==> src/rtl/uart_pkg.sv <==
// Shared definitions for the parametrised UART transmitter.
//   state_t    : transmitter FSM state encoding (3-bit)
//   PAR_*      : parity mode selectors for the PARITY parameter
//   parity_bit : parity of the low 'nbits' bits of a word, odd or even
package uart_pkg;

    typedef enum logic [2:0] {
        ST_IDLE   = 3'd0,
        ST_START  = 3'd1,
        ST_DATA   = 3'd2,
        ST_PARITY = 3'd3,
        ST_STOP   = 3'd4
    } state_t;

    localparam int unsigned PAR_NONE = 0;
    localparam int unsigned PAR_ODD  = 1;
    localparam int unsigned PAR_EVEN = 2;

    // Even mode returns the XOR of the data bits; odd mode returns its inverse.
    function automatic logic parity_bit(input logic [8:0]  data,
                                        input int unsigned nbits,
                                        input int unsigned mode);
        logic x;
        x = 1'b0;
        for (int unsigned i = 0; i < 9; i++) begin
            if (i < nbits) x ^= data[i];
        end
        return (mode == PAR_ODD) ? ~x : x;
    endfunction

endpackage

==> src/rtl/sync_fifo.sv <==
// Single-clock FIFO with registered occupancy count.
//   clk, rst : clock, asynchronous active-high reset
//   wr_en    : write strobe, ignored while full (even if a read happens too)
//   wr_data  : word to store
//   rd_en    : pop strobe, ignored while empty
//   rd_data  : head entry, combinational
//   full, empty, count : occupancy status (count is 0..DEPTH)
module sync_fifo #(
    parameter int unsigned WIDTH = 8,
    parameter int unsigned DEPTH = 4
) (
    input  logic                     clk,
    input  logic                     rst,
    input  logic                     wr_en,
    input  logic [WIDTH-1:0]         wr_data,
    input  logic                     rd_en,
    output logic [WIDTH-1:0]         rd_data,
    output logic                     full,
    output logic                     empty,
    output logic [$clog2(DEPTH):0]   count
);

    localparam int unsigned AW = $clog2(DEPTH);
    localparam int unsigned CW = AW + 1;

    logic [WIDTH-1:0] r_mem [DEPTH];
    logic [AW-1:0]    r_wr_ptr;
    logic [AW-1:0]    r_rd_ptr;
    logic [CW-1:0]    r_count;
    logic             w_wr;
    logic             w_rd;

    assign full    = (r_count == CW'(DEPTH));
    assign empty   = (r_count == '0);
    assign count   = r_count;
    assign rd_data = r_mem[r_rd_ptr];

    // Fullness is judged before any same-cycle pop.
    assign w_wr = wr_en && !full;
    assign w_rd = rd_en && !empty;

    // Pointers wrap naturally because DEPTH is a power of two.
    always_ff @(posedge clk or posedge rst) begin
        if (rst) begin
            r_wr_ptr <= '0;
            r_rd_ptr <= '0;
            r_count  <= '0;
        end else begin
            if (w_wr) r_wr_ptr <= r_wr_ptr + AW'(1);
            if (w_rd) r_rd_ptr <= r_rd_ptr + AW'(1);
            unique case ({w_wr, w_rd})
                2'b10:   r_count <= r_count + CW'(1);
                2'b01:   r_count <= r_count - CW'(1);
                default: r_count <= r_count;
            endcase
        end
    end

    // Storage needs no reset; the pointers define what is valid.
    always_ff @(posedge clk) begin
        if (w_wr) r_mem[r_wr_ptr] <= wr_data;
    end

endmodule

==> src/rtl/uart_tx_fifo.sv <==
// Parametrised UART serializer fed by a small input FIFO.
//   clk_50m, reset : clock, asynchronous active-high reset
//   clken          : baud tick, one clock wide
//   data_in, wr_en : write port, accepted when wr_en && wr_ready
//   wr_ready       : FIFO not full
//   Tx             : serial line, idle high, LSB first
//   Tx_busy        : FSM not idle
//   byte_end       : one-cycle pulse when the final stop bit is driven
//   fifo_empty, fifo_count : FIFO occupancy
module uart_tx_fifo
    import uart_pkg::*;
#(
    parameter int unsigned DATA_BITS  = 8,
    parameter int unsigned PARITY     = PAR_NONE,
    parameter int unsigned STOP_BITS  = 1,
    parameter int unsigned FIFO_DEPTH = 4,
    parameter int unsigned CNT_W      = $clog2(FIFO_DEPTH) + 1
) (
    input  logic                 clk_50m,
    input  logic                 reset,
    input  logic                 clken,
    input  logic [DATA_BITS-1:0] data_in,
    input  logic                 wr_en,
    output logic                 wr_ready,
    output logic                 Tx,
    output logic                 Tx_busy,
    output logic                 byte_end,
    output logic                 fifo_empty,
    output logic [CNT_W-1:0]     fifo_count
);

    localparam int unsigned BIT_W = $clog2(DATA_BITS);

    // Reject illegal configurations at elaboration.
    if (DATA_BITS < 5 || DATA_BITS > 9) begin : g_bad_data_bits
        $error("uart_tx_fifo: DATA_BITS must be 5..9");
    end
    if (PARITY > PAR_EVEN) begin : g_bad_parity
        $error("uart_tx_fifo: PARITY must be 0, 1 or 2");
    end
    if (STOP_BITS < 1 || STOP_BITS > 2) begin : g_bad_stop_bits
        $error("uart_tx_fifo: STOP_BITS must be 1 or 2");
    end
    if (FIFO_DEPTH < 2 || (FIFO_DEPTH & (FIFO_DEPTH - 1)) != 0) begin : g_bad_depth
        $error("uart_tx_fifo: FIFO_DEPTH must be a power of two, at least 2");
    end
    if (CNT_W != $clog2(FIFO_DEPTH) + 1) begin : g_bad_cnt_w
        $error("uart_tx_fifo: CNT_W is derived and must not be overridden");
    end

    state_t               r_state,    w_state_nxt;
    logic [DATA_BITS-1:0] r_shreg,    w_shreg_nxt;
    logic [BIT_W-1:0]     r_bit_cnt,  w_bit_cnt_nxt;
    logic                 r_stop_cnt, w_stop_cnt_nxt;
    logic                 r_par,      w_par_nxt;
    logic                 r_tx,       w_tx_nxt;
    logic                 r_byte_end, w_byte_end_nxt;
    logic                 r_busy;

    logic                 w_pop;
    logic [DATA_BITS-1:0] w_rd_data;
    logic                 w_full;
    logic                 w_empty;
    logic [CNT_W-1:0]     w_count;

    sync_fifo #(
        .WIDTH (DATA_BITS),
        .DEPTH (FIFO_DEPTH)
    ) u_fifo (
        .clk     (clk_50m),
        .rst     (reset),
        .wr_en   (wr_en),
        .wr_data (data_in),
        .rd_en   (w_pop),
        .rd_data (w_rd_data),
        .full    (w_full),
        .empty   (w_empty),
        .count   (w_count)
    );

    assign wr_ready   = !w_full;
    assign fifo_empty = w_empty;
    assign fifo_count = w_count;
    assign Tx         = r_tx;
    assign Tx_busy    = r_busy;
    assign byte_end   = r_byte_end;

    // State register.
    always_ff @(posedge clk_50m or posedge reset) begin
        if (reset) r_state <= ST_IDLE;
        else       r_state <= w_state_nxt;
    end

    // Next-state and datapath updates; only START onward wait for clken.
    always_comb begin
        w_state_nxt    = r_state;
        w_shreg_nxt    = r_shreg;
        w_bit_cnt_nxt  = r_bit_cnt;
        w_stop_cnt_nxt = r_stop_cnt;
        w_par_nxt      = r_par;
        w_tx_nxt       = r_tx;
        w_byte_end_nxt = 1'b0;
        w_pop          = 1'b0;
        unique case (r_state)
            ST_IDLE: begin
                w_tx_nxt = 1'b1;
                if (!w_empty) begin
                    w_pop          = 1'b1;
                    w_shreg_nxt    = w_rd_data;
                    w_bit_cnt_nxt  = '0;
                    w_stop_cnt_nxt = 1'b0;
                    w_par_nxt      = parity_bit(9'(w_rd_data), DATA_BITS, PARITY);
                    w_state_nxt    = ST_START;
                end
            end
            ST_START: begin
                if (clken) begin
                    w_tx_nxt    = 1'b0;
                    w_state_nxt = ST_DATA;
                end
            end
            ST_DATA: begin
                if (clken) begin
                    w_tx_nxt = r_shreg[r_bit_cnt];
                    if (r_bit_cnt == BIT_W'(DATA_BITS - 1)) begin
                        w_state_nxt = (PARITY != PAR_NONE) ? ST_PARITY : ST_STOP;
                    end else begin
                        w_bit_cnt_nxt = r_bit_cnt + BIT_W'(1);
                    end
                end
            end
            ST_PARITY: begin
                if (clken) begin
                    w_tx_nxt    = r_par;
                    w_state_nxt = ST_STOP;
                end
            end
            ST_STOP: begin
                if (clken) begin
                    w_tx_nxt = 1'b1;
                    if (r_stop_cnt == 1'(STOP_BITS - 1)) begin
                        w_byte_end_nxt = 1'b1;
                        w_state_nxt    = ST_IDLE;
                    end else begin
                        w_stop_cnt_nxt = r_stop_cnt + 1'b1;
                    end
                end
            end
            default: w_state_nxt = ST_IDLE;
        endcase
    end

    // Datapath and output registers; busy tracks the next state so it equals state != IDLE.
    always_ff @(posedge clk_50m or posedge reset) begin
        if (reset) begin
            r_shreg    <= '0;
            r_bit_cnt  <= '0;
            r_stop_cnt <= 1'b0;
            r_par      <= 1'b0;
            r_tx       <= 1'b1;
            r_byte_end <= 1'b0;
            r_busy     <= 1'b0;
        end else begin
            r_shreg    <= w_shreg_nxt;
            r_bit_cnt  <= w_bit_cnt_nxt;
            r_stop_cnt <= w_stop_cnt_nxt;
            r_par      <= w_par_nxt;
            r_tx       <= w_tx_nxt;
            r_byte_end <= w_byte_end_nxt;
            r_busy     <= (w_state_nxt != ST_IDLE);
        end
    end

endmodule

==> config.mk <==
export PLATFORM = sky130hd
export DESIGN_NAME = uart_tx_fifo
export DESIGN_NICKNAME = d
export VERILOG_FILES = /design/src/rtl/uart_pkg.sv /design/src/rtl/sync_fifo.sv /design/src/rtl/uart_tx_fifo.sv
export SDC_FILE = /design/constraint.sdc
export NUM_CORES = 1
export LEC_CHECK = 0
export BUFFER_PORTS_ARGS = -buffer_cell sky130_fd_sc_hd__buf_2
export CAP_MARGIN = 40
export CORE_MARGIN = 1
export CORE_UTILIZATION = 45
export CTS_BUF_LIST = sky130_fd_sc_hd__clkbuf_8
export CTS_CLUSTER_DIAMETER = 200
export DETAILED_ROUTE_END_ITERATION = 10
export SYNTH_ARGS = -nofsm -noshare
export SYNTH_HDL_FRONTEND = slang
export SYNTH_SLANG_ARGS = --single-unit
==> constraint.sdc <==
create_clock -name clk_50m -period 3.4 [get_ports clk_50m]
set_clock_uncertainty 0.15 [all_clocks]
set_input_delay 0.17 -clock clk_50m [delete_from_list [all_inputs] [get_ports clk_50m]]
set_output_delay 0.17 -clock clk_50m [all_outputs]
set_load 0.005 [all_outputs]
==> results of run 1 <==
-- area by class of cell --
type	count	area share (%)
flip-flops and latches	57	55.2
clock inverters	6	1.74
inverters	8	1.04
multi-input cells	98	27.3
well taps	70	3.04
repair buffers	29	7.39
clock buffers	9	4.30
-- cells in the mapped netlist --
| library cell | count |
|---|---|
| ha_1 | 7 |
| or3_4 | 1 |
| mux4_2 | 10 |
| dfrtp_1 | 24 |
| nand3_1 | 1 |
| and2_1 | 1 |
| o21ai_1 | 1 |
| a22o_1 | 2 |
| buf_6 | 2 |
| o31ai_1 | 1 |
| mux2_2 | 1 |
| mux2i_1 | 2 |
| a21o_1 | 1 |
| nor2_1 | 7 |
| nand4_1 | 1 |
| inv_1 | 8 |
| o21ai_0 | 2 |
| clkbuf_1 | 2 |
| nand3b_1 | 1 |
| fa_1 | 1 |
| clkbuf_2 | 2 |
| nand2_1 | 32 |
| xor2_1 | 2 |
| or2_2 | 1 |
| a21oi_1 | 2 |
| dfstp_2 | 1 |
| buf_2 | 1 |
| edfxtp_1 | 32 |
| and3_1 | 5 |
| a221oi_1 | 1 |
| nand2b_1 | 1 |
| nor3_1 | 3 |
| xnor2_1 | 11 |
-- metal layers --
layer / track usage (%) / part of all wire (%) / up-vias
li1: - / - / 669
met1: 19.7 / 46 / 678
met2: 28.9 / 49 / 21
met3: 5.69 / 3.5 / 6
met4: 8.23 / 1.1 / 0
met5: 0 / 0 / -
-- metrics by stage --
stage	hold slack (ns)	total power, uW	cell area (um2)	std cells	setup slack (ns)
3_5_place_dp	-0.0160	2150	2610	253	0.555
2_1_floorplan	0.0466	1920	2450	170	0.861
5_1_grt	0.0587	2890	2880	277	0.415
3_3_place_gp	0.227	2090	2590	252	0.691
4_1_cts	0.0426	2730	2880	277	0.546
6_report	0.0538	2690	2880	277	0.557
-- where the power goes --
group | leakage (uW) | switching, uW | total (uW) | internal, uW
logic | 0.000513 | 495 | 991 | 496
registers | 0.000599 | 175 | 1140 | 964
clock network | 0.0000890 | 240 | 563 | 323
total | 0.00120 | 910 | 2690 | 1780
-- logic make-up (layout without fill, tap and decap cells) --
group	count (synthesis)	after routing
AO/OA/AOI/OAI	10	10
multiplexers	13	13
flip-flops	57	57
XOR/XNOR	13	13
AND/OR/NAND/NOR	54	54
buffers and inverters	15	52
adder cells (fa/ha/maj)	8	8
-- how the worst min path moves through the flow --
stage / end / slack (ns)
CTS: byte_end$_DFF_PP0_ / 0.04
detailed placement: u_fifo.count[0]$_DFFE_PP0P_ / -0.02
floorplan: Tx_busy$_DFF_PP0_ / 0.05
global route: byte_end$_DFF_PP0_ / 0.06
global placement: u_fifo.r_mem[0][2]$_DFFE_PP_ / 0.23
finish: byte_end$_DFF_PP0_ / 0.05
-- timing repair --
item                      in CTS  in global routing
hold endpoints to repair      56                  0
hold buffers                   9                  0
gates resized for setup        0                  0
buffers inserted               0                  0
-- layout by cell type (no fill, tap or decap) --
master,Yosys,layout
a21oi_1,2,2
inv_1,8,8
clkbuf_8,0,9
mux2i_1,2,2
xor2_1,2,2
nand3_1,1,1
xnor2_1,11,11
and2_1,1,1
bufinv_16,0,1
mux2_2,1,1
dlygate4sd3_1,0,9
nor3_1,3,3
buf_16,0,1
nand4_1,1,1
a21o_1,1,1
o21ai_1,1,1
nand2b_1,1,1
dfstp_2,1,1
a221oi_1,1,1
o31ai_1,1,1
dfrtp_1,24,24
and3_1,5,5
buf_2,1,19
or2_2,1,1
a22o_1,2,2
fa_1,1,1
clkinv_2,0,1
o21ai_0,2,2
edfxtp_1,32,32
mux4_2,10,10
clkinv_1,0,4
or3_4,1,1
ha_1,7,7
nor2_1,7,7
nand3b_1,1,1
nand2_1,32,32
-- sequential cells by signal, summed over array words and instances, names as in the netlist, 2 cells and up --
register / count
r_bit_cnt: 3
r_shreg: 8
u_fifo.r_mem: 32
u_fifo.r_wr_ptr: 2
u_fifo.count: 3
r_state: 3
u_fifo.r_rd_ptr: 2
==> flow_metrics.py, run 1 <==
metrics = {
    "logic_synthesis": {
        "synth_compound_area_share_pct": 2.71,
        "synth_fa_ha_area_share_pct": 4.39,
        "synth.area.mux_share_pct": 10.5,
        "synth_warnings": 0,
        "synth-seq-cells": 57,
        "synth_top_family_by_area": "multiplexers",
        "synth_top_area_cell": "edfxtp_1",
        "synth_area_leaders": "edfxtp_1 (39%), dfrtp_1 (25%), mux4_2 (9.2%)",
        "synth-simple-area-share_pct": 9.86,
        "syn_area_per_cell_um2": 14.4,
        "yosysSeqAreaShare_pct": 64.8,
        "synth-xor-area-share_pct": 4.65,
        "syn_inst": 170,
        "syn_area_um2": 2450,
        "synth_cell_types": 33,
        "synth_nets": 190,
        "yosysTopAreaCellShare_pct": 39.2,
    },
    "clock_network": {
        "h-tree-depth": 3,
        "cts_buffers": 9,
        "tritoncts": "done",
        "insertion_delay_ns": 0.32,
        "clk_path_buf_depth": 2,
        "clk_pin_slew_ns": 0.06,
        "cts_sinks": 57,
        "root_buffer": "clkbuf_8",
    },
    "floorplan": {
        "start_util_pct": 47.3,
        "die_w_um": 75.8,
        "row_count": 26,
        "io_pins": 20,
        "dieArea_um2": 5740,
        "die_y_um": 75.8,
        "core_um2": 5170,
    },
    "routing": {
        "route.detailed.drc": 0,
        "viasPerCell": 4.96,
        "totalWireLength_mm": 4.09,
        "vias": 1374,
        "drt-initial-drc-count": 75,
        "detail-route-antenna-nets": 0,
        "wire_per_inst_um": 14.8,
        "dr.pass1.iters": 4,
    },
    "pwr": {
        "ir_worst_vdd_uv": 417,
        "leakage_uw": 0.00120,
        "p_per_area_nw_per_um2": 935,
    },
    "worst_setup_path": {
        "crit_chain": "or2_2 -> or3_4 -> inv_1 -> ha_1 -> inv_1 -> fa_1 -> xor2_1 -> nor2_1 -> xor2_1",
        "crit_required_ns": 3.50,
        "worstPathMaxFanout": 13,
        "max_stage_delay_ns": 0.45,
        "crit_buf_inv": 2,
        "ff2ff_path_depth": 9,
        "ff2ff_setup_slack_ns": 0.56,
        "criticalPathCategory": "reg2reg",
        "path_delay_family": "simple AND/OR/NAND/NOR gates",
        "cp-start-kind": "flip-flop",
        "r2r_end": "u_fifo.count[2]$_DFFE_PP0P_",
        "crit_cells": 9,
        "crit_path_end": "u_fifo.count[2]$_DFFE_PP0P_",
        "cp-end-kind": "flip-flop",
        "r2r-start": "r_state[0]$_DFF_PP0_",
        "arrival_ns": 2.94,
        "cp-startpoint": "r_state[0]$_DFF_PP0_",
        "slowest_stage": "dfrtp_1",
    },
    "sta": {
        "setup_tns_ns": 0,
        "rsz0062_at_grt": "false",
        "maxSlewViolCount": 0,
        "min_period_over_period_pct": 83.6,
        "fmax_mhz": 352,
        "hold_viol_final": 0,
        "setup_viol": 0,
        "slew_headroom_pct": 60.2,
        "fin_crit_ns": 2.84,
        "worst-slew-pin-transition_ns": 0.596,
    },
    "global_route": {
        "grtUsageTotal_pct": 17.1,
        "grt_start_max_net_pins": 21,
        "antenna_found_initial": 0,
        "grt_pass1_wl_mm": 6.83,
        "grt_pass1_vias": 1451,
        "grt-ovfl-total": 0,
    },
    "min_path": {
        "hp-class": "in2reg",
        "holdCritStartpoint": "clken",
        "hold_depth": 2,
    },
    "final_layout": {
        "fillers": 435,
        "area_growth_pct": 17.5,
        "num-nets-final": 223,
        "n_antenna_cell": 0,
        "final-seq-area_um2": 1590,
        "multiInputGateArea_um2": 786,
        "drive_gt1_share_pct": 21.7,
        "postLayoutCoreUtil_pct": 55.6,
    },
    "place": {
        "portBuffers": 19,
        "gp_congestion": 0.773,
        "hpwl_mm": 2.91,
    },
    "run": {
        "maxCapViolations": 0,
    },
    "outcome": {
        "status": "completed",
    },
}
No activity file was read; power rests on OpenSTA's default activity.
==> run 2: changes to the inputs <==
--- a/config.mk
+++ b/config.mk
@@ -12,6 +12,7 @@
 export CTS_BUF_LIST = sky130_fd_sc_hd__clkbuf_8
 export CTS_CLUSTER_DIAMETER = 200
 export DETAILED_ROUTE_END_ITERATION = 10
+export PLACE_DENSITY = 0.65
 export SYNTH_ARGS = -nofsm -noshare
 export SYNTH_HDL_FRONTEND = slang
 export SYNTH_SLANG_ARGS = --single-unit
==> constraint.sdc (replaced) <==
create_clock -name clk_50m -period 2.4 [get_ports clk_50m]
set_clock_uncertainty 0.15 [all_clocks]
set_input_delay 0.12 -clock clk_50m [delete_from_list [all_inputs] [get_ports clk_50m]]
set_output_delay 0.12 -clock clk_50m [all_outputs]
set_load 0.005 [all_outputs]
==> run 2 against run 1 <==
  * Cell area is 2.3% higher
  * Critical endpoint unchanged
  * Routed wire length hardly changed
  * Sequential power is 36% higher
  * Clock power is 34% higher
  * Final cell count is 2.5% higher
  * Die area stayed put
  * Sequential share of layout area is 1.2 points lower
  * First-iteration DRC count is 5.3% lower
==> flow_metrics.py, run 2 (synthesis gave the netlist of run 1 again) <==
metrics = {
    "outcome": {
        "status": "completed",
    },
    "min_path": {
        "hp-class": "in2reg",
        "holdCritStartpoint": "wr_en",
        "hold_end": "u_fifo.r_wr_ptr[0]$_DFFE_PP0P_",
        "hold_depth": 3,
    },
    "sta": {
        "fin_crit_ns": 2.31,
        "fmax_mhz": 433,
        "maxSlewViolCount": 0,
        "setup_viol": 0,
        "rsz0062_at_grt": "false",
        "worst-slew-pin-transition_ns": 0.485,
        "hold_viol_final": 0,
        "slew_headroom_pct": 67.7,
        "min_period_over_period_pct": 96.2,
    },
    "place": {
        "hpwl_mm": 2.80,
        "portBuffers": 19,
        "post_dp_cell_area_um2": 2670,
        "gp_congestion": 0.781,
    },
    "global_route": {
        "grtUsageTotal_pct": 17.6,
        "antenna_found_initial": 0,
        "grt_start_max_net_pins": 20,
        "grt_pass1_wl_mm": 6.86,
        "grt_pass1_vias": 1434,
        "grt-ovfl-total": 0,
    },
    "final_layout": {
        "reg_top3": "u_fifo.r_mem (32), r_shreg (8)",
        "n_antenna_cell": 0,
        "area_growth_pct": 20.2,
        "regMostFlops": "u_fifo.r_mem",
        "num-nets-final": 229,
        "drive_gt1_share_pct": 25.2,
        "stdcell_area_um2": 2940,
        "final_cell_mix": "nand2_1 (32), edfxtp_1 (32), dfrtp_1 (24)",
        "largest_reg_flops": 32,
    },
    "clock_network": {
        "root_buffer": "clkbuf_8",
        "h-tree-depth": 3,
        "insertion_delay_ns": 0.33,
        "cts_sinks": 57,
        "cts_buffers": 9,
        "clk_path_buf_depth": 2,
        "clk_pin_slew_ns": 0.06,
        "tritoncts": "done",
    },
    "floorplan": {
        "die_y_um": 75.8,
        "start_util_pct": 47.3,
        "die_w_um": 75.8,
        "io_pins": 20,
        "core_um2": 5170,
        "dieArea_um2": 5740,
        "row_count": 26,
    },
    "worst_setup_path": {
        "worstPathMaxFanout": 3,
        "max_stage_delay_ns": 0.39,
        "worst_path_most_repeated_cell": "xor2_1",
        "ff2ff_setup_slack_ns": 0.09,
        "r2r-start": "r_state[0]$_DFF_PP0_",
        "cp-end-kind": "flip-flop",
        "slowest_stage": "dfrtp_1",
        "r2r_end": "u_fifo.count[2]$_DFFE_PP0P_",
        "arrival_ns": 2.41,
        "ff2ff_path_depth": 9,
        "criticalPathCategory": "reg2reg",
        "crit_required_ns": 2.50,
        "crit_chain": "or2_4 -> or3_4 -> inv_2 -> ha_4 -> inv_1 -> fa_2 -> xor2_1 -> nor2_1 -> xor2_1",
        "cp-start-kind": "flip-flop",
    },
    "pwr": {
        "p_per_area_nw_per_um2": 1320,
        "pwr-share-seq_pct": 40.1,
        "finalPower_uw": 3870,
        "leakage_uw": 0.00124,
        "clockPowerShare_pct": 19.4,
        "ir_worst_vdd_uv": 529,
        "p_sw_uw": 1300,
        "p_sw_share_pct": 33.6,
        "power.share.combinational_pct": 40.5,
        "p_int_uw": 2570,
    },
    "run": {
        "maxCapViolations": 0,
    },
    "routing": {
        "detail-route-antenna-nets": 0,
        "dr.pass1.iters": 4,
        "vias": 1423,
        "drt-initial-drc-count": 71,
        "wire_per_inst_um": 14.4,
        "route.detailed.drc": 0,
        "viasPerCell": 5.01,
        "totalWireLength_mm": 4.09,
    },
}
## run 2: cell count changes in the layout (fill, tap and decap cells not counted), sizes merged
cell	previous run	this run
bufinv	1	0
clkinv	5	0
dlygate4sd3	9	10
clkbuf	9	11
buf	20	25
inv	8	13
## run 2: power by group through the flow
stage	Clock (uW)	Sequential (uW)	Combinational [uW]
after floorplan	0	1500	1270
after global placement	0	1550	1500
after detailed placement	0	1570	1580
after CTS	772	1560	1600
after global routing	810	1590	1770
final	753	1550	1570
## run 2: worst max-delay path by stage
stage / startpoint / depth (start not counted) / endpoint / slack (ns)
finish: r_state[0]$_DFF_PP0_ / 9 / u_fifo.count[2]$_DFFE_PP0P_ / 0.09
global placement: r_state[0]$_DFF_PP0_ / 9 / u_fifo.count[2]$_DFFE_PP0P_ / 0.20
detailed placement: r_state[0]$_DFF_PP0_ / 9 / u_fifo.count[2]$_DFFE_PP0P_ / 0.12
floorplan: r_state[0]$_DFF_PP0_ / 11 / u_fifo.count[2]$_DFFE_PP0P_ / -0.04
CTS: r_state[0]$_DFF_PP0_ / 9 / u_fifo.count[2]$_DFFE_PP0P_ / 0.10
global route: r_state[0]$_DFF_PP0_ / 9 / u_fifo.count[2]$_DFFE_PP0P_ / 0.001
## run 2: layer usage
metal  part of all wire, %  wire, um  GRT usage (%)  vias to the layer above
li1                      -         -              -                      678
met2                    50      2030           26.3                       25
met4                   3.1       127           12.3                        0
met1                    44      1800           22.4                      711
met3                   3.2       129           4.76                        9
met5                     0         0              0                        -
## run 2: area by class of cell
class	count	area (um2)
Multi-Input combinational cell	98	808
Timing Repair Buffer	35	260
Sequential cell	57	1590
Fill cell	410	2230
Inverter	8	30.0
Tap cell	70	87.6
Clock buffer	11	151
Clock inverter	5	18.8
## run 2: stage by stage
stage	util, %	TNS, ns	hold WS [ns]	setup WS [ns]	cells
after detailed placement	51.6	0	-0.0508	0.120	258
after CTS	56.8	0	0.0505	0.101	284
after global placement	51.1	0	0.179	0.202	257
final	56.9	0	0.0707	0.0901	284
after global routing	56.9	0	0.112	0.00119	284
after floorplan	-	-0.0404	-0.00342	-0.0404	170
## run 2: repair_timing
item | CTS | global route
setup buffers | 0 | 0
endpoints found under the hold margin | 59 | 0
endpoints found under the setup margin | 0 | 1
hold buffers | 10 | 0
resized for setup | 0 | 1
## run 2: critical path: cells and delay by family, from the launching register on
| family | cells | cell delay, ns |
|---|---|---|
| adders and majority gates | 2 | 0.46 |
| and+or+nand+nor | 3 | 0.79 |
| xor gates and xnor gates | 2 | 0.30 |
| buffers and inverters | 2 | 0.14 |
| DFF | 1 | 0.39 |
